File: config.mk
export PLATFORM = sky130hd
export DESIGN_NAME = mode_sequencer
export DESIGN_NICKNAME = d
export VERILOG_FILES = /design/src/rtl/watch_pkg.sv /design/src/rtl/sync_vec.sv /design/src/rtl/mode_sequencer.sv
export SDC_FILE = /design/constraint.sdc
export NUM_CORES = 1
export LEC_CHECK = 0
export BUFFER_PORTS_ARGS = -buffer_cell sky130_fd_sc_hd__buf_2
export CAP_MARGIN = 30
export CELL_PAD_IN_SITES_DETAIL_PLACEMENT = 1
export CELL_PAD_IN_SITES_GLOBAL_PLACEMENT = 1
export CORE_MARGIN = 10
export CORE_UTILIZATION = 32
export CTS_CLUSTER_SIZE = 8
export DETAILED_ROUTE_END_ITERATION = 7
export PLACE_DENSITY = 0.77
export SETUP_SLACK_MARGIN = 0.2
export SYNTH_ARGS = -nofsm -noshare
export SYNTH_HDL_FRONTEND = slang
export SYNTH_SLANG_ARGS = --single-unit
File: constraint.sdc
create_clock -name clk -period 1.6 [get_ports clk]
set_clock_uncertainty 0.1 [all_clocks]
set_input_delay 0.24 -clock clk [delete_from_list [all_inputs] [get_ports clk]]
set_output_delay 0.24 -clock clk [all_outputs]
set_load 0.02 [all_outputs]
File: src/rtl/watch_pkg.sv
// Shared definitions for the watch mode sequencer.
// Contents:
//   MODE_*      committed mode encodings (watch, time-set, alarm, stopwatch)
//   seq_state_t sequencer FSM state encodings (SEQ_*)
//   decode_dip  one-hot dip switch to mode decode; anything not one-hot
//               (other than 0100 / 0010 / 0001) falls back to the watch mode
package watch_pkg;

  localparam logic [1:0] MODE_WATCH = 2'd0;
  localparam logic [1:0] MODE_SET   = 2'd1;
  localparam logic [1:0] MODE_ALARM = 2'd2;
  localparam logic [1:0] MODE_STOP  = 2'd3;

  typedef enum logic [1:0] {
    SEQ_RUN      = 2'd0,
    SEQ_PEND     = 2'd1,
    SEQ_ALARM    = 2'd2,
    SEQ_ALM_EXIT = 2'd3
  } seq_state_t;

  function automatic logic [1:0] decode_dip(input logic [3:0] sw);
    logic [1:0] m;
    case (sw)
      4'b0001: m = MODE_SET;
      4'b0010: m = MODE_ALARM;
      4'b0100: m = MODE_STOP;
      default: m = MODE_WATCH;
    endcase
    return m;
  endfunction

endpackage

File: src/rtl/sync_vec.sv
// Multi-stage synchroniser for a vector of slow, asynchronous levels
// (dip switches). Bits are synchronised independently; the consumer must
// tolerate a transient mixed code while the switches move.
// Ports:
//   clk  system clock
//   rst  asynchronous active-low reset, clears every stage
//   d    raw asynchronous input
//   q    synchronised output, STAGES clocks behind d
module sync_vec #(
  parameter int WIDTH  = 4,
  parameter int STAGES = 2
) (
  input  logic             clk,
  input  logic             rst,
  input  logic [WIDTH-1:0] d,
  output logic [WIDTH-1:0] q
);

  logic [WIDTH-1:0] chain [STAGES];

  always_ff @(posedge clk or negedge rst) begin
    if (!rst) begin
      for (int i = 0; i < STAGES; i++) chain[i] <= '0;
    end else begin
      chain[0] <= d;
      for (int i = 1; i < STAGES; i++) chain[i] <= chain[i-1];
    end
  end

  assign q = chain[STAGES-1];

endmodule

File: src/rtl/mode_sequencer.sv
// Mode sequencer: owns the LCD character stream and the four debounced
// buttons and hands them to one of four mode blocks (0 watch, 1 time-set,
// 2 alarm, 3 stopwatch). A dip_sw mode request is committed only at an LCD
// frame boundary so a frame never mixes two modes. An alarm hit takes the
// display at once and holds it until a button press or a timeout, after
// which the sequencer waits for the next frame boundary to hand back.
// All single-cycle inputs (clk1sec, sw_pulse, alarm_hit) are one-clk
// pulses; there is no back-pressure anywhere in this block.
// Ports:
//   clk, rst               system clock, asynchronous active-low reset
//   clk1sec                1 Hz enable pulse
//   dip_sw                 raw mode select switches
//   sw_pulse               debounced button pulses
//   alarm_hit              alarm match pulse
//   index_char             character index from lcd_driver
//   data_mode0..3          character from each mode block
//   data_char              character to lcd_driver (combinational)
//   sw_mode0..3            button pulses routed to each mode block
//   mode                   committed mode
//   alarm_active           high while the alarm screen is shown
//   buzzer                 1 Hz toggle while in the alarm state
//   dbg_state              current sequencer state
module mode_sequencer
  import watch_pkg::*;
#(
  parameter int LAST_INDEX  = 31,
  parameter int ALARM_SECS  = 60,
  parameter int SYNC_STAGES = 2
) (
  input  logic       clk,
  input  logic       rst,
  input  logic       clk1sec,
  input  logic [3:0] dip_sw,
  input  logic [3:0] sw_pulse,
  input  logic       alarm_hit,
  input  logic [4:0] index_char,
  input  logic [7:0] data_mode0,
  input  logic [7:0] data_mode1,
  input  logic [7:0] data_mode2,
  input  logic [7:0] data_mode3,
  output logic [7:0] data_char,
  output logic [3:0] sw_mode0,
  output logic [3:0] sw_mode1,
  output logic [3:0] sw_mode2,
  output logic [3:0] sw_mode3,
  output logic [1:0] mode,
  output logic       alarm_active,
  output logic       buzzer,
  output seq_state_t dbg_state
);

  seq_state_t state, next_state;
  logic [3:0] dip_sync;
  logic [1:0] req;
  logic [4:0] idx_prev;
  logic       fb;
  logic [7:0] alarm_cnt;
  logic       cnt_done;
  logic       commit;
  logic       route_en;
  logic [1:0] disp_sel;

  sync_vec #(.WIDTH(4), .STAGES(SYNC_STAGES)) u_dip_sync (
    .clk (clk),
    .rst (rst),
    .d   (dip_sw),
    .q   (dip_sync)
  );

  assign req = decode_dip(dip_sync);

  // Frame boundary: the registered previous index was the last character
  // and the current one is back at 0. Because idx_prev follows index_char
  // every clock, fb lasts exactly one cycle however long index 0 is held.
  assign fb       = (idx_prev == 5'(LAST_INDEX)) && (index_char == 5'd0);
  assign cnt_done = (alarm_cnt >= 8'(ALARM_SECS));

  // State register
  always_ff @(posedge clk or negedge rst) begin
    if (!rst) state <= SEQ_RUN;
    else      state <= next_state;
  end

  // Next-state logic. alarm_hit wins over everything else in every state.
  always_comb begin
    next_state = state;
    commit     = 1'b0;
    case (state)
      SEQ_RUN: begin
        if (alarm_hit)        next_state = SEQ_ALARM;
        else if (req != mode) next_state = SEQ_PEND;
      end
      SEQ_PEND: begin
        if (alarm_hit)        next_state = SEQ_ALARM;
        else if (req == mode) next_state = SEQ_RUN;
        else if (fb) begin
          next_state = SEQ_RUN;
          commit     = 1'b1;
        end
      end
      SEQ_ALARM: begin
        if (alarm_hit)                 next_state = SEQ_ALARM;
        else if (|sw_pulse || cnt_done) next_state = SEQ_ALM_EXIT;
      end
      SEQ_ALM_EXIT: begin
        if (alarm_hit) next_state = SEQ_ALARM;
        else if (fb) begin
          next_state = SEQ_RUN;
          commit     = 1'b1;
        end
      end
      default: next_state = SEQ_RUN;
    endcase
  end

  // Output logic. disp_sel moves with mode (which only changes at fb) or
  // with entry to / leaving of the alarm states; leaving also only at fb.
  always_comb begin
    route_en = (state == SEQ_RUN) && !alarm_hit;
    disp_sel = ((state == SEQ_ALARM) || (state == SEQ_ALM_EXIT)) ? MODE_ALARM : mode;
    case (disp_sel)
      MODE_WATCH: data_char = data_mode0;
      MODE_SET:   data_char = data_mode1;
      MODE_ALARM: data_char = data_mode2;
      default:    data_char = data_mode3;
    endcase
  end

  assign dbg_state = state;

  // Datapath registers: committed mode, frame tracking, alarm timeout,
  // routed button pulses and alarm indicators.
  always_ff @(posedge clk or negedge rst) begin
    if (!rst) begin
      mode         <= MODE_WATCH;
      idx_prev     <= '0;
      alarm_cnt    <= '0;
      sw_mode0     <= '0;
      sw_mode1     <= '0;
      sw_mode2     <= '0;
      sw_mode3     <= '0;
      alarm_active <= 1'b0;
      buzzer       <= 1'b0;
    end else begin
      idx_prev <= index_char;
      if (commit) mode <= req;

      // Every alarm_hit lands in SEQ_ALARM, so it always restarts the count.
      if (alarm_hit)
        alarm_cnt <= '0;
      else if ((state == SEQ_ALARM) && clk1sec && (alarm_cnt != 8'hFF))
        alarm_cnt <= alarm_cnt + 8'd1;

      sw_mode0 <= (route_en && (mode == MODE_WATCH)) ? sw_pulse : 4'd0;
      sw_mode1 <= (route_en && (mode == MODE_SET))   ? sw_pulse : 4'd0;
      sw_mode2 <= (route_en && (mode == MODE_ALARM)) ? sw_pulse : 4'd0;
      sw_mode3 <= (route_en && (mode == MODE_STOP))  ? sw_pulse : 4'd0;

      alarm_active <= (next_state == SEQ_ALARM) || (next_state == SEQ_ALM_EXIT);

      if (next_state != SEQ_ALARM)
        buzzer <= 1'b0;
      else if ((state == SEQ_ALARM) && clk1sec)
        buzzer <= ~buzzer;
    end
  end

endmodule

== After elaboration in Yosys (flattened, before gate mapping) ==
Cells that the tools add are included.
Cells by class
  order comparisons: 1
  $add $sub $neg: 1
  multiplexer cells: 25
  reduce and logical (&&, ||, !) cells: 19
  equality and inequality tests: 18
  bitwise logic cells: 1
Operator list (count)
  8-bit case mux with 3 select lines: 1
  2-bit two-way mux: 9
  4-bit two-way mux: 4
  8-bit two-way mux: 2
  2-bit equality test, second input constant: 7
  8-bit by 1-bit adder with 8-bit output, second input constant: 1
  8-bit by 6-bit >= comparator with 1-bit output, second input constant: 1
  1-bit logical AND: 8
  8-bit inequality test, second input constant: 1
  2-bit case mux with 4 select lines: 1
  2-bit by 1-bit equality test with 1-bit output, second input constant: 3
  2-bit logical NOT: 3
  1-bit two-way mux: 6
  2-bit case mux with 3 select lines: 1
  5-bit equality test, second input constant: 1
  5-bit logical NOT: 1
  4-bit by 1-bit equality test with 1-bit output, second input constant: 1
  4-bit by 2-bit equality test with 1-bit output, second input constant: 1
  4-bit by 3-bit equality test with 1-bit output, second input constant: 1
  2-bit nonzero test: 2
  4-bit OR reduction: 1
  1-bit logical OR: 3
  2-bit equality test: 1
  2-bit inequality test: 1
  4 further kinds: 4
Word-level totals
  logic and storage cells: 77
  register bits after elaboration: 43
  output and inout bits: 30
  bits of input ports: 49

== Logic depth before layout (Yosys ltp) ==
Gate-level depths: netlist (run 1).
  depth in word-level cells: 8
  depth in mapped cells: 5
  mapped depth without buffers: 5

== Hierarchy ==
Synthesis (run 1) repeated with hierarchy kept, for this count alone.
Unflattened totals
  cell total of the unflattened synthesis: 173
  area total of the unflattened synthesis: 2024.4 µm²
Modules (own cells, without submodules)
  mode_sequencer: sequential area each 850.8 µm², area each 1794.2 µm², instances 1, cells an instance 161
  sync_vec: sequential area each 200.2 µm², area each 230.2 µm², instances 1, cells an instance 12

== Worst setup path before layout (run 1) ==
OpenSTA, ideal clock, no wires.
  kind: reg2out
  from: reg mode[1]
  to: out data_char[0]
  cell stages (with the launch flop): 5
  arrival: 1540 ps
  path slack: -280 ps
  data required time: 1260 ps
  buffers on the path: 2
  path through: dfrtp_1 buf_2 buf_2 a22oi_1 o21ai_0
Between the ends
  cells in the longest elaborated chain, start to end: 3
  elaborated cells between the ends (all ways): 5
  classes of those cells: eq/ne: 2; mux: 2; reduce/logical: 1
RTL lines
  from (decl): RTL line mode_sequencer.sv:46  | output logic [1:0] mode,
  from (signal assigned): RTL line mode_sequencer.sv:146  | if (commit) mode <= req;
  2-bit two-way mux (*): RTL line mode_sequencer.sv:120  | disp_sel = ((state == SEQ_ALARM) || (state == SEQ_ALM_EXIT)) ? MODE_ALARM : mode;
  2-bit equality test (tied with other cells): RTL line mode_sequencer.sv:121  | case (disp_sel)
  8-bit case mux with 3 select lines (*): RTL line mode_sequencer.sv:121
  to (decl): RTL line mode_sequencer.sv:41  | output logic [7:0] data_char,
Every way passes the cells marked *; elsewhere a longest branch is shown, timed or not.

== Worst setup path in the final report (run 1) ==
  from: reg mode[1]
  to: out data_char[5]
Same word-level chain as after synthesis.

==> tab_implementation.tex, run 1 <==
\begin{tabular}{lr}
\hline
Metric & Value \\
\hline
\multicolumn{2}{l}{\textbf{Outcome}} \\
\quad Status & complete, but fails checks \\
\quad Failing checks & negative setup slack \\
\multicolumn{2}{l}{\textbf{STA}} \\
\quad Final number of max-transition violations & 0 \\
\quad Transition at the pin with the smallest max-transition slack & 0.466 ns \\
\quad Final setup violation count & 26 \\
\quad Highest Clock Rate & 509 MHz \\
\quad Final-layout worst hold slack & 0.107 ns \\
\quad Setup repair after global routing missed its margin & true \\
\quad Worst-case setup margin in the final layout & -0.364 ns \\
\quad Minimum clock period after layout & 1.96 ns \\
\quad Tcrit/Tclk final & 1.23 \\
\quad Relative slew margins & 0.685 \\
\quad Final Hold Vio Count & 0 \\
\multicolumn{2}{l}{\textbf{Drt}} \\
\quad Total iterations of the first detailed-routing run & 4 \\
\quad Detailed-route wire length per cell & 21.2 um \\
\quad DR DRC count & 0 \\
\quad Post-route ant nets & 0 \\
\quad Number of violations reported at the end of detailed-routing iteration 0 & 67 \\
\quad Vias & 1881 \\
\quad Vias per Instance & 5.04 \\
\quad Total detailed-routing wirelength & 7930 um \\
\multicolumn{2}{l}{\textbf{Placement}} \\
\quad PortBufs & 78 \\
\quad Estimated wirelength of the detail-placed design & 4650 um \\
\quad Final weighted congestion in routability-driven placement & 0.782 \\
\multicolumn{2}{l}{\textbf{Critical path}} \\
\quad Worst endpoint required time & 1.26 ns \\
\quad Startpoint type of the worst setup path & register \\
\quad Most numerous cell on the critical path & sky130\_fd\_sc\_hd\_\_buf\_4 \\
\quad FF-to-FF setup slack & -0.18 ns \\
\quad Launching instance or port of the critical path & mode[1] \\
\quad Kind of cell adding the most delay to the critical path & flip-flops \\
\quad Cell count of the worst reg-to-reg path & 5 \\
\quad Crit-path cells & buf\_6, buf\_4, a22oi\_1, o21ai\_2, buf\_4 \\
\quad Largest fanout on the critical path & 7 \\
\quad Total stage count of the critical path & 5 \\
\quad Bufs and invs on worst path & 3 \\
\quad Crit path capture type & primary output \\
\quad Data arrival time of the worst path & 1.62 ns \\
\quad Worst reg2reg endpoint & dbg\_state[0] \\
\quad Kind of critical path & register to primary output \\
\quad Cell type of the slowest stage on the worst timing path & sky130\_fd\_sc\_hd\_\_dfrtp\_2 \\
\quad Launching point of the worst reg2reg path & mode[1] \\
\quad Capturing element of the worst setup path & data\_char[5] \\
\quad Maximum cell stage delay along the critical path & 0.49 ns \\
\multicolumn{2}{l}{\textbf{Synth}} \\
\quad Share of Yosys cell area claimed by the top area cell type & 0.536 \\
\quad Nets in the synthesized netlist & 226 \\
\quad Dominant cell type by area after synthesis & sky130\_fd\_sc\_hd\_\_dfrtp\_1 \\
\quad Flops \& latches, synth & 42 \\
\quad Portion of the post-synthesis area used by sequential elements & 0.536 \\
\quad Cell types with the largest area share after synthesis & sky130\_fd\_sc\_hd\_\_dfrtp\_1 (54\%), sky130\_fd\_sc\_hd\_\_and2\_1 (5.1\%), sky130\_fd\_sc\_hd\_\_mux2\_2 (4.0\%) \\
\quad Count of mapped cells out of synthesis & 175 \\
\quad Warning count from the yosys run & 0 \\
\quad Total standard cell area after synthesis & 0.00196 mm\^{}2 \\
\quad Post-synth EDFFs & 0 \\
\quad Main flop type after synthesis & sky130\_fd\_sc\_hd\_\_dfrtp\_1 \\
\quad Number of unique standard cell types used by synthesis & 42 \\
\quad Proportion of register bits with asynchronous set or reset after synthesis & 1.00 \\
\quad Mean cell area of the mapped netlist & 11.2 um\^{}2 \\
\multicolumn{2}{l}{\textbf{Global routing}} \\
\quad Final global-route overflow total & 0 \\
\quad Initial antenna violation count & 2 \\
\quad Number of global-route vias before repair & 2157 \\
\quad First-pass GRT wire length & 11400 um \\
\quad GRT Total Usage & 0.146 \\
\quad Maximum number of pins on one net before global-route repair & 28 \\
\multicolumn{2}{l}{\textbf{Floorplan}} \\
\quad Effective utilization at floorplan & 0.331 \\
\quad Io pins & 79 \\
\quad Core region area & 0.00592 mm\^{}2 \\
\quad Row count & 28 \\
\quad DIE HEIGHT & 98.3 um \\
\quad Chip width & 98.3 um \\
\quad Total Die Area & 0.00965 mm\^{}2 \\
\multicolumn{2}{l}{\textbf{Cells and area}} \\
\quad Layout Utilization & 0.560 \\
\quad Area Overhead vs Synth & 69.1\% \\
\quad Net count of the finished layout & 346 \\
\quad Share of layout cells above drive strength 1 & 0.649 \\
\multicolumn{2}{l}{\textbf{Power}} \\
\quad NetSw & 0.549 mW \\
\quad Portion of total power attributed to the clock network & 0.340 \\
\quad Leak & 1.49 nW \\
\quad Portion of total power attributed to combinational logic & 0.140 \\
\quad Net switching share of the total power & 0.258 \\
\quad Largest vdd supply drop & 0.548 mV \\
\quad Seq pwr share & 0.520 \\
\quad Power density of the placed cells & 643 mW/mm\^{}2 \\
\quad Cell Int Power & 1.58 mW \\
\multicolumn{2}{l}{\textbf{Clocking}} \\
\quad CTS tree & done \\
\quad Maximum buffer depth of the clock tree & 2 \\
\quad Maximum level of the CTS H-tree & 2 \\
\quad Inserted Clock Buffers & 5 \\
\quad Clock tree root driver cell & sky130\_fd\_sc\_hd\_\_clkbuf\_8 \\
\quad Later-pin clock latency in the skew report & 0.31 ns \\
\quad Clock-pin slew of the registers on the worst-case setup and hold paths & 0.09 ns \\
\quad Clock net sink count & 42 \\
\multicolumn{2}{l}{\textbf{Worst hold path}} \\
\quad Min-Delay Path Class & input port to register \\
\multicolumn{2}{l}{\textbf{Job}} \\
\quad Number of max-capacitance violations reported & 0 \\
\hline
\end{tabular}
worst min path at each step:
stage / startpoint / endpoint / depth (start not counted) / slack (ns)
CTS: sw_pulse[2] / sw_mode3[2] / 2 / 0.10
global route: sw_pulse[2] / sw_mode0[2] / 2 / 0.12
detailed placement: rst / sw_mode1[0] / 1 / 0.08
floorplan: rst / alarm_active / 0 / -0.16
finish: sw_pulse[2] / sw_mode3[2] / 2 / 0.11
global placement: rst / sw_mode3[1] / 1 / 0.07
worst reg2reg max path, stage by stage, from the launching register on:
cell and delay [ns]:
sky130_fd_sc_hd__dfrtp_2 0.49, sky130_fd_sc_hd__buf_6 0.17, sky130_fd_sc_hd__buf_8 0.13, sky130_fd_sc_hd__or4_4 0.48, sky130_fd_sc_hd__o211ai_1 0.12, sky130_fd_sc_hd__and3_1 0.22
state kept, by name, indices dropped and copies added, names as in the netlist:
register          cells
dbg_state             1
u_dip_sync.q          4
alarm_cnt             8
idx_prev              5
sw_mode2              4
mode                  2
sw_mode1              4
buzzer                1
u_dip_sync.chain      4
alarm_active          1
sw_mode3              4
sw_mode0              4
cells in the final DEF (no fill, tap or decap), types with 3 or more instances in the layout:
cell type                        n
sky130_fd_sc_hd__buf_4          23
sky130_fd_sc_hd__and2_1         11
sky130_fd_sc_hd__xnor2_1         7
sky130_fd_sc_hd__nor2_1          8
sky130_fd_sc_hd__and2_4          5
sky130_fd_sc_hd__a22oi_2         7
sky130_fd_sc_hd__buf_6          19
sky130_fd_sc_hd__dfrtp_2         8
sky130_fd_sc_hd__dlygate4sd3_1  10
sky130_fd_sc_hd__inv_1           3
sky130_fd_sc_hd__mux2_2          4
sky130_fd_sc_hd__mux2_4          3
sky130_fd_sc_hd__o21ai_2         8
sky130_fd_sc_hd__nand2_1         4
sky130_fd_sc_hd__nor3_1          3
sky130_fd_sc_hd__nor2_4          6
sky130_fd_sc_hd__dfrtp_1        34
sky130_fd_sc_hd__a22oi_1         3
sky130_fd_sc_hd__buf_2          66
sky130_fd_sc_hd__clkbuf_8        6
synthesized netlist by cell type (all sizes together), types with 2 or more instances:
library cell   n
a21oi          2
a22oi         10
a311oi         2
a31oi          4
and2          16
and3           3
buf            5
clkbuf         3
dfrtp         42
ha             2
inv            3
mux2           7
mux2i          4
nand2          6
nand2b         2
nand3          3
nand4          2
nor2          16
nor3           5
nor4b          3
o211ai         2
o21ai          9
or4            2
xnor2          7
per-layer routing:
metal  wire length [um]  part of all wire  track usage
met1               3100              0.39        0.151
met2               4190              0.53        0.266
met3                417             0.053       0.0493
met4                209             0.026       0.0507
met5                  0                 0            0
cell type report:
class	count	area [um^2]
sequential	42	1060
fill	652	2610
clock buffer	6	82.6
multi-input combinational	122	1180
inverter	3	11.3
tap	75	93.8
timing repair buffer	121	867
clock inverter	2	12.5
antenna	2	5.00
per-stage QoR:
| step | instances | TNS, ns | power (mW) | worst slack (ns) | area [um^2] |
|---|---|---|---|---|---|
| finish | 373 | -3.51 | 2.13 | -0.364 | 3310 |
| global route | 373 | -4.72 | 2.21 | -0.393 | 3310 |
| CTS | 362 | -2.35 | 2.11 | -0.301 | 3080 |
| detailed placement | 331 | -0.224 | 1.35 | -0.0685 | 2580 |
| global placement | 331 | -0.00378 | 1.34 | -0.00378 | 2580 |
| floorplan | 175 | 0 | 1.21 | 0.0656 | 2080 |
cell families (layout without fill, tap and decap cells):
| family | Yosys count | count (layout) | share of synthesized area |
|---|---|---|---|
| simple gates | 67 | 67 | 0.199 |
| flops | 42 | 42 | 0.536 |
| compound gates | 34 | 34 | 0.127 |
| mux | 11 | 11 | 0.0607 |
| buf+inv | 11 | 132 | 0.0287 |
| xor+xnor | 8 | 8 | 0.0358 |
| fa+ha+maj | 2 | 2 | 0.0128 |
| other cells | 0 | 2 | 0 |
power by group through the flow:
stage | Sequential [mW] | Clock (mW) | Combinational (mW)
after floorplan | 1.13 | 0 | 0.0871
after global placement | 1.12 | 0 | 0.215
after detailed placement | 1.13 | 0 | 0.222
after CTS | 1.10 | 0.728 | 0.275
after global routing | 1.11 | 0.777 | 0.325
final | 1.11 | 0.725 | 0.298
timing repair:
action / 4_1_cts / 5_1_grt
pin swaps: 15 / 17
hold buffers: 10 / 0
resized for setup: 57 / 39
buffers inserted: 13 / 9
endpoints found under the setup margin: 37 / 41
hold endpoints to repair: 24 / 0
Power figures use the tool's default switching activity.
==> run 2: changes to the inputs <==
- SETUP_SLACK_MARGIN: 0.2 -> 0.5
==> run 2 against run 1 <==
The run still ends with negative setup slack left. Die area unchanged. Worst hold slack improved by 0.027 ns. Total power fell by 1.2%. Cell area grew 2.6%. Setup slack gained 0.085 ns. Wire length is 0.23% lower. Via count rose by 1.4%. Critical path type unchanged. Largest cell class unchanged.
==> tab_implementation.tex, run 2 (synthesized netlist as in run 1, its figures left out) <==
\begin{tabular}{lr}
\hline
Metric & Value \\
\hline
\multicolumn{2}{l}{\textbf{STA}} \\
\quad Final Hold Vio Count & 0 \\
\quad Tcrit/Tclk final & 1.17 \\
\quad Final number of max-transition violations & 0 \\
\quad Transition at the pin with the smallest max-transition slack & 0.380 ns \\
\quad Setup tns final & -2.45 ns \\
\quad Final setup violation count & 17 \\
\quad Relative slew margins & 0.743 \\
\quad Highest Clock Rate & 532 MHz \\
\quad Minimum clock period after layout & 1.88 ns \\
\quad Worst-case setup margin in the final layout & -0.279 ns \\
\quad Final-layout worst hold slack & 0.135 ns \\
\quad Setup repair after global routing missed its margin & true \\
\multicolumn{2}{l}{\textbf{Critical path}} \\
\quad Kind of critical path & register to primary output \\
\quad Maximum cell stage delay along the critical path & 0.50 ns \\
\quad Crit-path cells & and2b\_2, a22oi\_2, o21ai\_2, buf\_4 \\
\quad Cell type of the slowest stage on the worst timing path & sky130\_fd\_sc\_hd\_\_dfrtp\_2 \\
\quad Largest fanout on the critical path & 8 \\
\quad Startpoint type of the worst setup path & register \\
\quad Crit path capture type & primary output \\
\quad FF-to-FF setup slack & -0.13 ns \\
\quad Cell count of the worst reg-to-reg path & 4 \\
\quad Data arrival time of the worst path & 1.54 ns \\
\quad Worst endpoint required time & 1.26 ns \\
\multicolumn{2}{l}{\textbf{Power}} \\
\quad Seq pwr share & 0.525 \\
\quad Portion of total power attributed to the clock network & 0.328 \\
\quad Total power after layout & 2.11 mW \\
\quad Power density of the placed cells & 619 mW/mm\^{}2 \\
\quad Net switching share of the total power & 0.264 \\
\quad Leak & 1.51 nW \\
\quad Cell Int Power & 1.55 mW \\
\quad NetSw & 0.555 mW \\
\quad Portion of total power attributed to combinational logic & 0.147 \\
\quad Largest vdd supply drop & 0.495 mV \\
\multicolumn{2}{l}{\textbf{Drt}} \\
\quad Routed length on met3 & 387 um \\
\quad Total iterations of the first detailed-routing run & 4 \\
\quad M1 WL & 3080 um \\
\quad Post-route ant nets & 0 \\
\quad Vias & 1908 \\
\quad Top layer reached by signal wires & met4 \\
\quad Met2 wire length & 4330 um \\
\quad DR DRC count & 0 \\
\quad Detailed-route wire length per cell & 21.1 um \\
\quad Number of violations reported at the end of detailed-routing iteration 0 & 64 \\
\quad Total detailed-routing wirelength & 7910 um \\
\quad Vias per Instance & 5.09 \\
\multicolumn{2}{l}{\textbf{Worst hold path}} \\
\quad Worst Hold Path Cells & 2 \\
\quad Min-Delay Path Class & input port to register \\
\multicolumn{2}{l}{\textbf{Placement}} \\
\quad PortBufs & 78 \\
\quad Final weighted congestion in routability-driven placement & 0.800 \\
\quad Setup slack after placement & -0.0184 ns \\
\quad Estimated wirelength of the detail-placed design & 4650 um \\
\quad Placed standard-cell area & 0.00262 mm\^{}2 \\
\multicolumn{2}{l}{\textbf{Global routing}} \\
\quad Maximum number of pins on one net before global-route repair & 43 \\
\quad GRT Total Usage & 0.138 \\
\quad First-pass GRT wire length & 11100 um \\
\quad Number of global-route vias before repair & 2103 \\
\quad Final global-route overflow total & 0 \\
\quad Initial antenna violation count & 0 \\
\multicolumn{2}{l}{\textbf{Cells and area}} \\
\quad Area Overhead vs Synth & 73.5\% \\
\quad Leading cell types in the layout, fill and taps excluded & sky130\_fd\_sc\_hd\_\_buf\_2 (48), sky130\_fd\_sc\_hd\_\_buf\_6 (43), sky130\_fd\_sc\_hd\_\_dfrtp\_1 (34) \\
\quad Register ranked first by flip-flop count & alarm\_cnt \\
\quad Non-Filler Cell Area, Final & 0.00340 mm\^{}2 \\
\quad Number of flip-flops under the largest register name & 8 \\
\quad Net count of the finished layout & 350 \\
\quad Antenna Cells & 0 \\
\quad Share of layout cells above drive strength 1 & 0.637 \\
\quad Largest registers ranked by flip-flop count & alarm\_cnt (8), idx\_prev (5) \\
\quad Most common cell after layout, fill and taps aside & sky130\_fd\_sc\_hd\_\_buf\_2 \\
\multicolumn{2}{l}{\textbf{Clocking}} \\
\quad Later-pin clock latency in the skew report & 0.30 ns \\
\quad Maximum level of the CTS H-tree & 2 \\
\quad CTS tree & done \\
\quad Inserted Clock Buffers & 5 \\
\quad Clock-pin slew of the registers on the worst-case setup and hold paths & 0.08 ns \\
\quad Clock net sink count & 42 \\
\quad Clock tree root driver cell & sky130\_fd\_sc\_hd\_\_clkbuf\_8 \\
\quad Maximum buffer depth of the clock tree & 2 \\
\multicolumn{2}{l}{\textbf{Job}} \\
\quad Number of max-capacitance violations reported & 0 \\
\multicolumn{2}{l}{\textbf{Floorplan}} \\
\quad Io pins & 79 \\
\quad Total Die Area & 0.00965 mm\^{}2 \\
\quad Row count & 28 \\
\quad Chip width & 98.3 um \\
\quad Core region area & 0.00592 mm\^{}2 \\
\quad Effective utilization at floorplan & 0.331 \\
\quad DIE HEIGHT & 98.3 um \\
\multicolumn{2}{l}{\textbf{Outcome}} \\
\quad Status & complete, but fails checks \\
\quad Failing checks & negative setup slack \\
\hline
\end{tabular}
==> run 2: changes by cell type in the layout (fill, tap and decap cells not counted), sizes merged <==
cell	delta
diode	-2
clkinv	+1
buf	+4
clkinvlp	-1
==> run 2: worst max-delay path, delay by kind of cell, from the launching register on <==
kind | cells | cell delay (ns)
flip-flops | 1 | 0.50
AO/OA/AOI/OAI | 2 | 0.26
buffers and inverters | 1 | 0.16
AND/OR/NAND/NOR | 1 | 0.31
==> run 2: final cells by class <==
type,count,area (um^2)
timing repair buffer,125,1000
multi-input combinational,122,1140
sequential,42,1060
fill,631,2520
clock inverter,2,13.8
clock buffer,6,72.6
tap,75,93.8
inverter,3,11.3
==> run 2: timing repair <==
item | 4_1_cts | 5_1_grt
setup endpoints to repair | 59 | 101
hold buffers | 10 | 0
hold endpoints to repair | 51 | 0
resized for setup | 93 | 23
setup buffers | 19 | 4
pin swaps | 28 | 12
==> run 2: final timing paths <==
check,start,to
setup reg to reg,alarm_active,buzzer
min in group asynchronous,rst,sw_mode3[1]
setup / recovery,mode[0],data_char[0]
hold reg to reg,u_dip_sync.chain[4],u_dip_sync.q[0]
max in group asynchronous,rst,alarm_cnt[3]
hold / removal,sw_pulse[1],sw_mode2[1]
==> run 2: power by group through the flow <==
stage | registers [mW] | logic (mW) | clock network [mW]
floorplan | 1.13 | 0.0892 | 0
global placement | 1.12 | 0.212 | 0
detailed placement | 1.12 | 0.219 | 0
CTS | 1.10 | 0.282 | 0.701
global route | 1.11 | 0.334 | 0.745
finish | 1.11 | 0.310 | 0.691
==> run 2: stage by stage <==
step                std cells   util
floorplan                 175      -
global placement          334  0.443
detailed placement        334  0.443
CTS                       371  0.553
global route              375  0.574
finish                    375  0.574
==> run 2: routing by layer <==
| metal | vias up | global-route usage |
|---|---|---|
| li1 | 880 | - |
| met1 | 961 | 0.147 |
| met2 | 56 | 0.264 |
| met3 | 11 | 0.0416 |
| met4 | 0 | 0.0243 |
| met5 | - | 0 |
